==> config.mk <==
export PLATFORM = sky130hd
export DESIGN_NAME = alu_sequencer
export DESIGN_NICKNAME = d
export VERILOG_FILES = /design/src/rtl/alu_seq_pkg.sv /design/src/rtl/alu_sequencer.sv
export SDC_FILE = /design/constraint.sdc
export NUM_CORES = 1
export LEC_CHECK = 0
export BUFFER_PORTS_ARGS = -buffer_cell sky130_fd_sc_hd__buf_2
export CORE_AREA = 5 5 66 91
export CTS_CLUSTER_SIZE = 28
export DETAILED_ROUTE_END_ITERATION = 6
export DIE_AREA = 0 0 71 96
export PLACE_DENSITY_LB_ADDON = 0.25
export SLEW_MARGIN = 20
export SYNTH_ARGS = -nofsm -noshare
export SYNTH_HDL_FRONTEND = slang
export SYNTH_SLANG_ARGS = --single-unit
==> constraint.sdc <==
create_clock -name clk -period 3.1 [get_ports clk]
set_input_delay 0.31 -clock clk [delete_from_list [all_inputs] [get_ports clk]]
set_output_delay 0.31 -clock clk [all_outputs]
set_load 0.01 [all_outputs]
==> src/rtl/alu_seq_pkg.sv <==
// Shared types for the ALU sequencer and the ALU bench: opcode encoding,
// sequencer FSM states and the width of the completed-response counter.
package alu_seq_pkg;

  localparam int OPCNT_W = 16;

  typedef enum logic [3:0] {
    OP_ADD = 4'd0,
    OP_SUB = 4'd1,
    OP_MUL = 4'd2,
    OP_DIV = 4'd3,
    OP_AND = 4'd4,
    OP_OR  = 4'd5,
    OP_NOT = 4'd6,
    OP_SHL = 4'd7,
    OP_SHR = 4'd8
  } alu_op_e;

  typedef enum logic [1:0] {
    S_IDLE  = 2'd0,
    S_DRIVE = 2'd1,
    S_RESP  = 2'd2
  } seq_state_e;

  function automatic logic op_legal(input logic [3:0] op);
    return op <= 4'(OP_SHR);
  endfunction

endpackage

==> src/rtl/alu_sequencer.sv <==
// Issues one command at a time to an external combinational ALU and returns the result.
// Optional macro ALU_SEQUENCER_DIVZERO_CHECK_EN flags divide-by-zero as an error.
module alu_sequencer
  import alu_seq_pkg::*;
#(
  parameter int N = 8
) (
  input  logic               clk,
  input  logic               rst,
  input  logic               cmd_valid,
  output logic               cmd_ready,
  input  logic [3:0]         cmd_op,
  input  logic [N-1:0]       cmd_a,
  input  logic [N-1:0]       cmd_b,
  input  logic               cmd_sign,
  output logic [N-1:0]       alu_a,
  output logic [N-1:0]       alu_b,
  output logic [3:0]         alu_operation,
  output logic               alu_sign,
  input  logic [N-1:0]       alu_result,
  output logic               rsp_valid,
  input  logic               rsp_ready,
  output logic [N-1:0]       rsp_result,
  output logic               rsp_err,
  output logic [OPCNT_W-1:0] op_count
);

  seq_state_e state, state_nxt;

  always_ff @(posedge clk) begin
    if (rst) state <= S_IDLE;
    else     state <= state_nxt;
  end

  always_comb begin
    state_nxt = state;
    cmd_ready = 1'b0;
    case (state)
      S_IDLE: begin
        cmd_ready = 1'b1;
        if (cmd_valid) state_nxt = S_DRIVE;
      end
      S_DRIVE: state_nxt = S_RESP;
      S_RESP:  if (rsp_ready) state_nxt = S_IDLE;
      default: state_nxt = S_IDLE;
    endcase
  end

  // alu_* only change on command acceptance, so they hold between commands
  always_ff @(posedge clk) begin
    if (rst) begin
      alu_a         <= '0;
      alu_b         <= '0;
      alu_operation <= '0;
      alu_sign      <= 1'b0;
      rsp_result    <= '0;
      rsp_err       <= 1'b0;
      rsp_valid     <= 1'b0;
      op_count      <= '0;
    end else begin
      case (state)
        S_IDLE: if (cmd_valid) begin
          alu_a         <= cmd_a;
          alu_b         <= cmd_b;
          alu_operation <= cmd_op;
          alu_sign      <= cmd_sign;
        end
        S_DRIVE: begin
          rsp_valid <= 1'b1;
          if (!op_legal(alu_operation)) begin
            rsp_result <= '0;
            rsp_err    <= 1'b1;
          end
`ifdef ALU_SEQUENCER_DIVZERO_CHECK_EN
          else if (alu_operation == 4'(OP_DIV) && alu_b == '0) begin
            rsp_result <= '1;
            rsp_err    <= 1'b1;
          end
`endif
          else begin
            rsp_result <= alu_result;
            rsp_err    <= 1'b0;
          end
        end
        S_RESP: if (rsp_ready) begin
          rsp_valid <= 1'b0;
          if (op_count != '1) op_count <= op_count + 1'b1;
        end
        default: ;
      endcase
    end
  end

endmodule

==> qor_table.md <==
| Metric | This run | Unit |
| --- | --- | --- |
| Critical-path cell with the highest stage delay | sky130_fd_sc_hd__nor4_1 | - |
| Cells on worst reg2reg path | 6 | - |
| Placeable Area | 0.00512 | mm2 |
| Global route overflow | 0 | - |
| Sequential area share after synthesis | 50.1 | % |
| Yosys Warn Count | 0 | - |
| Number of setup buffers added after CTS | 0 | - |
| Global-route wire length before repair | 8150 | um |
| Height of the die | 96 | um |
| Final standard cell area without fillers | 0.00251 | mm2 |
| HP Start | cmd_op[2] | - |
| Max stage delay on crit path | 0.78 | ns |
| Worst Path Max Fanout | 7 | - |
| Layout overhead on the synthesized area | 28.3 | % |
| # Max-Cap Violations | 0 | - |
| Number of hold buffers added after cts | 0 | - |
| Kind of end point of the critical path | flop | - |
| Placement-stage worst setup slack | 1.01 | ns |
| Clock-pin transition on the worst setup and hold timing paths | 0.09 | ns |
| Clock buffers created by TritonCTS | 5 | - |
| Post-synthesis instance total | 234 | - |
| Total standard cell area after synthesis | 0.00196 | mm2 |
| Top Ports | 81 | - |
| WP buf/inv | 2 | - |
| Detailed router's first-iteration violation count | 94 | - |
| Run status | finished clean | - |
| Class of the worst hold path | input port to flop | - |
| Critical path class | flop to flop | - |
| Compound-cell area share of the yosys netlist | 17.7 | % |
| Share of synthesized area spent on multiplexers | 0.511 | % |
| Cell Rows | 31 | - |
| Fin crit share | 67.6 | % |
| Post-synthesis share of cell area spent on xor and xnor gates | 0.447 | % |
| Via count | 1941 | - |
| DIE WIDTH | 71 | um |
| Sink of the worst hold path | alu_operation[2] | - |
| Crit start category | flop | - |
| Sink Count | 49 | - |
| DRT Wirelength | 5080 | um |
| RR Startpoint | op_count[0] | - |
| Worst-case clock skew | 0.00719 | ns |
| Fraction of final layout cells sized beyond drive strength 1 | 29.4 | % |
| Final layout net count | 343 | - |
| CTS resizes | 0 | - |
| Worst path required time | 3.24 | ns |
| Area fraction in and, or, nand and nor cells after synthesis | 27.5 | % |
| Port-buffer cells | 80 | - |
| Power density over cell area | 505 | mW/mm2 |
| Depth of the worst hold-timing path | 3 | - |
| Worst EP arrival | 2.23 | ns |
| Standard cell area after detailed placement | 0.00240 | mm2 |
| Distinct cells, synth | 33 | - |
| Worst path setup slack after routing | 1.01 | ns |
| Antenna-violating nets left | 0 | - |
| Starting utilization of the core area | 38.2 | % |
| Final hold violations | 0 | - |
| Min cycle time layout | 2.09 | ns |
| First-pass detailed-route iteration total | 4 | - |
| Final std cells w/o fill | 376 | - |
| CTS tree | yes | - |
| Post-synthesis sequential element count | 49 | - |
| Share of the core filled with cells in the final layout | 49.1 | % |
| Combined global-route utilization of all metal layers | 14.9 | % |
| Mean instance size in the synthesized netlist | 8.37 | um2 |
| Maximum clock frequency | 478 | MHz |
| Worst setup slack for register-to-register paths | 1.01 | ns |
| Wire length per cell after detailed routing | 13.5 | um |
| Antenna violations before repair | 0 | - |
| Aggregate negative setup slack | 0 | ns |
| Kind of cell adding the most delay to the critical path | simple AND/OR/NAND/NOR gates | - |
| Dominant combinational cell family by area after synthesis | simple AND/OR/NAND/NOR gates | - |
| Root Buffer | sky130_fd_sc_hd__clkbuf_8 | - |
| RePlAce Congestion | 0.762 | - |
| DRC violation count after routing | 0 | - |
| Reg2Reg Capture Point | op_count[15] | - |
| Largest net degree at the start of global routing | 51 | - |
| Net count of the mapped netlist | 268 | - |
| Average vias per placed instance | 5.16 | - |
| Total instance count after detailed placement | 368 | - |
| Max clock buf depth | 2 | - |
| Series of cell instances along the critical path | ha_1, inv_1, nor4_1, buf_4, or4_1, a21oi_1 | - |
| Reported leakage power | 0.00110 | uW |
| Slew of the pin with the lowest slew margin | 0.920 | ns |
| Max Transition Viols Final | 0 | - |
| Unrepaired setup endpoints after global routing | no | - |
| Vias in the first global route | 1824 | - |
| IR drop worst, VDD | 303 | uV |
| Total Die Area | 0.00682 | mm2 |
| H-tree depth | 2 | - |
| Final Setup Violations | 0 | - |
| HPWL after DPL | 3670 | um |
| Antenna cell count | 0 | - |
| Relative slew slack | 38.7 | % |
| Synth Area in Adders | 0.639 | % |
| Later-pin clock latency in the skew report | 0.29 | ns |
metrics by stage:
step | power [uW] | hold WS [ns]
after floorplan | 758 | 0.446
after global placement | 817 | 0.440
after detailed placement | 820 | 0.444
after CTS | 1290 | 0.229
after global routing | 1330 | 0.237
final | 1270 | 0.243
worst max path at each step:
stage,startpoint,end,slack [ns],cells past startpoint
detailed placement,op_count[0],op_count[15],1.01,6
CTS,op_count[0],op_count[13],0.99,6
floorplan,op_count[8],op_count[15],1.32,5
finish,op_count[0],op_count[15],1.01,6
global placement,op_count[0],op_count[11],1.11,6
global route,op_count[0],op_count[13],0.79,6
layout by cell type (no fill, tap or decap):
cell and count:
sky130_fd_sc_hd__inv_1 2, sky130_fd_sc_hd__nand3_1 7, sky130_fd_sc_hd__nand4_1 6, sky130_fd_sc_hd__or4_4 1, sky130_fd_sc_hd__nand2b_1 3, sky130_fd_sc_hd__nor2b_1 1, sky130_fd_sc_hd__or4b_1 1, sky130_fd_sc_hd__and3b_1 1
sky130_fd_sc_hd__nand2_1 49, sky130_fd_sc_hd__o21bai_1 2, sky130_fd_sc_hd__and4_1 2, sky130_fd_sc_hd__dfxtp_1 49, sky130_fd_sc_hd__a21oi_1 36, sky130_fd_sc_hd__or3_1 7, sky130_fd_sc_hd__mux2i_1 1, sky130_fd_sc_hd__nor2_1 14
sky130_fd_sc_hd__o21ai_0 5, sky130_fd_sc_hd__xor2_1 1, sky130_fd_sc_hd__clkbuf_1 1, sky130_fd_sc_hd__ha_1 1, sky130_fd_sc_hd__buf_2 80, sky130_fd_sc_hd__a22oi_1 8, sky130_fd_sc_hd__nand3b_4 1, sky130_fd_sc_hd__clkbuf_8 6
sky130_fd_sc_hd__or3b_2 1, sky130_fd_sc_hd__buf_4 1, sky130_fd_sc_hd__and2_1 1, sky130_fd_sc_hd__and3_1 1, sky130_fd_sc_hd__nor4_1 2, sky130_fd_sc_hd__nor3_1 3, sky130_fd_sc_hd__o31ai_1 6, sky130_fd_sc_hd__or4_1 6
sky130_fd_sc_hd__o2111ai_1 1, sky130_fd_sc_hd__bufinv_16 1, sky130_fd_sc_hd__a31oi_1 2
cells in the mapped netlist:
cell / count / area share [%]
sky130_fd_sc_hd__dfxtp_1: 49 / 50
sky130_fd_sc_hd__nand2_1: 49 / 9.4
sky130_fd_sc_hd__a21oi_1: 36 / 9.2
sky130_fd_sc_hd__nor2_1: 14 / 2.7
sky130_fd_sc_hd__clkbuf_1: 11 / 2.1
sky130_fd_sc_hd__a22oi_1: 8 / 3.1
sky130_fd_sc_hd__nand3_1: 7 / 1.8
sky130_fd_sc_hd__or3_1: 7 / 2.2
sky130_fd_sc_hd__nand4_1: 6 / 1.9
sky130_fd_sc_hd__o31ai_1: 6 / 2.3
sky130_fd_sc_hd__or4_1: 6 / 2.3
sky130_fd_sc_hd__o21ai_0: 5 / 1.3
sky130_fd_sc_hd__nand2b_1: 3 / 0.96
sky130_fd_sc_hd__nor3_1: 3 / 0.77
sky130_fd_sc_hd__a31oi_1: 2 / 0.64
sky130_fd_sc_hd__and4_1: 2 / 0.89
sky130_fd_sc_hd__inv_1: 2 / 0.38
sky130_fd_sc_hd__nor4_1: 2 / 0.64
sky130_fd_sc_hd__o21bai_1: 2 / 0.77
sky130_fd_sc_hd__and2_1: 1 / 0.32
sky130_fd_sc_hd__and3_1: 1 / 0.32
sky130_fd_sc_hd__and3b_1: 1 / 0.45
sky130_fd_sc_hd__buf_1: 1 / 0.19
sky130_fd_sc_hd__buf_4: 1 / 0.38
sky130_fd_sc_hd__ha_1: 1 / 0.64
sky130_fd_sc_hd__mux2i_1: 1 / 0.51
sky130_fd_sc_hd__nand3b_4: 1 / 1.0
sky130_fd_sc_hd__nor2b_1: 1 / 0.32
sky130_fd_sc_hd__o2111ai_1: 1 / 0.45
sky130_fd_sc_hd__or3b_2: 1 / 0.45
sky130_fd_sc_hd__or4_4: 1 / 0.58
sky130_fd_sc_hd__or4b_1: 1 / 0.51
sky130_fd_sc_hd__xor2_1: 1 / 0.45
layer usage:
metal  GRT usage (%)  vias to the layer above  part of all wire, %
li1                -                      985                    -
met1            16.3                      895                   41
met2            27.7                       55                   51
met3            3.34                        6                  5.9
met4            5.49                        0                  1.5
met5               0                        -                    0
logic make-up after synthesis:
family / Yosys count
AND/OR/NAND/NOR: 107
AO/OA/AOI/OAI: 60
buffers and inverters: 15
XOR/XNOR: 1
adder cells (fa/ha/maj): 1
flip-flops: 49
multiplexers: 1
where the power goes:
group	internal (uW)	leakage, uW	switching, uW
registers	656	0.000399	14.6
logic	54.5	0.000639	76.8
clock network	263	0.0000585	205
total	973	0.00110	296
flip-flops by register name, indices dropped and copies added, names as in the netlist:
name	cells
alu_a	8
rsp_result	8
op_count	16
rsp_valid	1
alu_b	8
alu_operation	4
state	2
rsp_err	1
alu_sign	1
area by class of cell:
cell class / instances / area (um2)
fillers: 567 / 2610
clock buffers: 7 / 86.3
inverters: 2 / 7.51
clock inverters: 1 / 30.0
well taps: 66 / 82.6
flip-flops and latches: 49 / 981
repair buffers: 81 / 408
multi-input cells: 170 / 917
worst register-to-register path: stages (launching register included):
cell and delay [ns]:
sky130_fd_sc_hd__dfxtp_1 0.42, sky130_fd_sc_hd__ha_1 0.25, sky130_fd_sc_hd__inv_1 0.06, sky130_fd_sc_hd__nor4_1 0.78, sky130_fd_sc_hd__buf_4 0.27, sky130_fd_sc_hd__or4_1 0.11
sky130_fd_sc_hd__a21oi_1 0.06
Note: power is estimated with default switching activity, not from simulation.
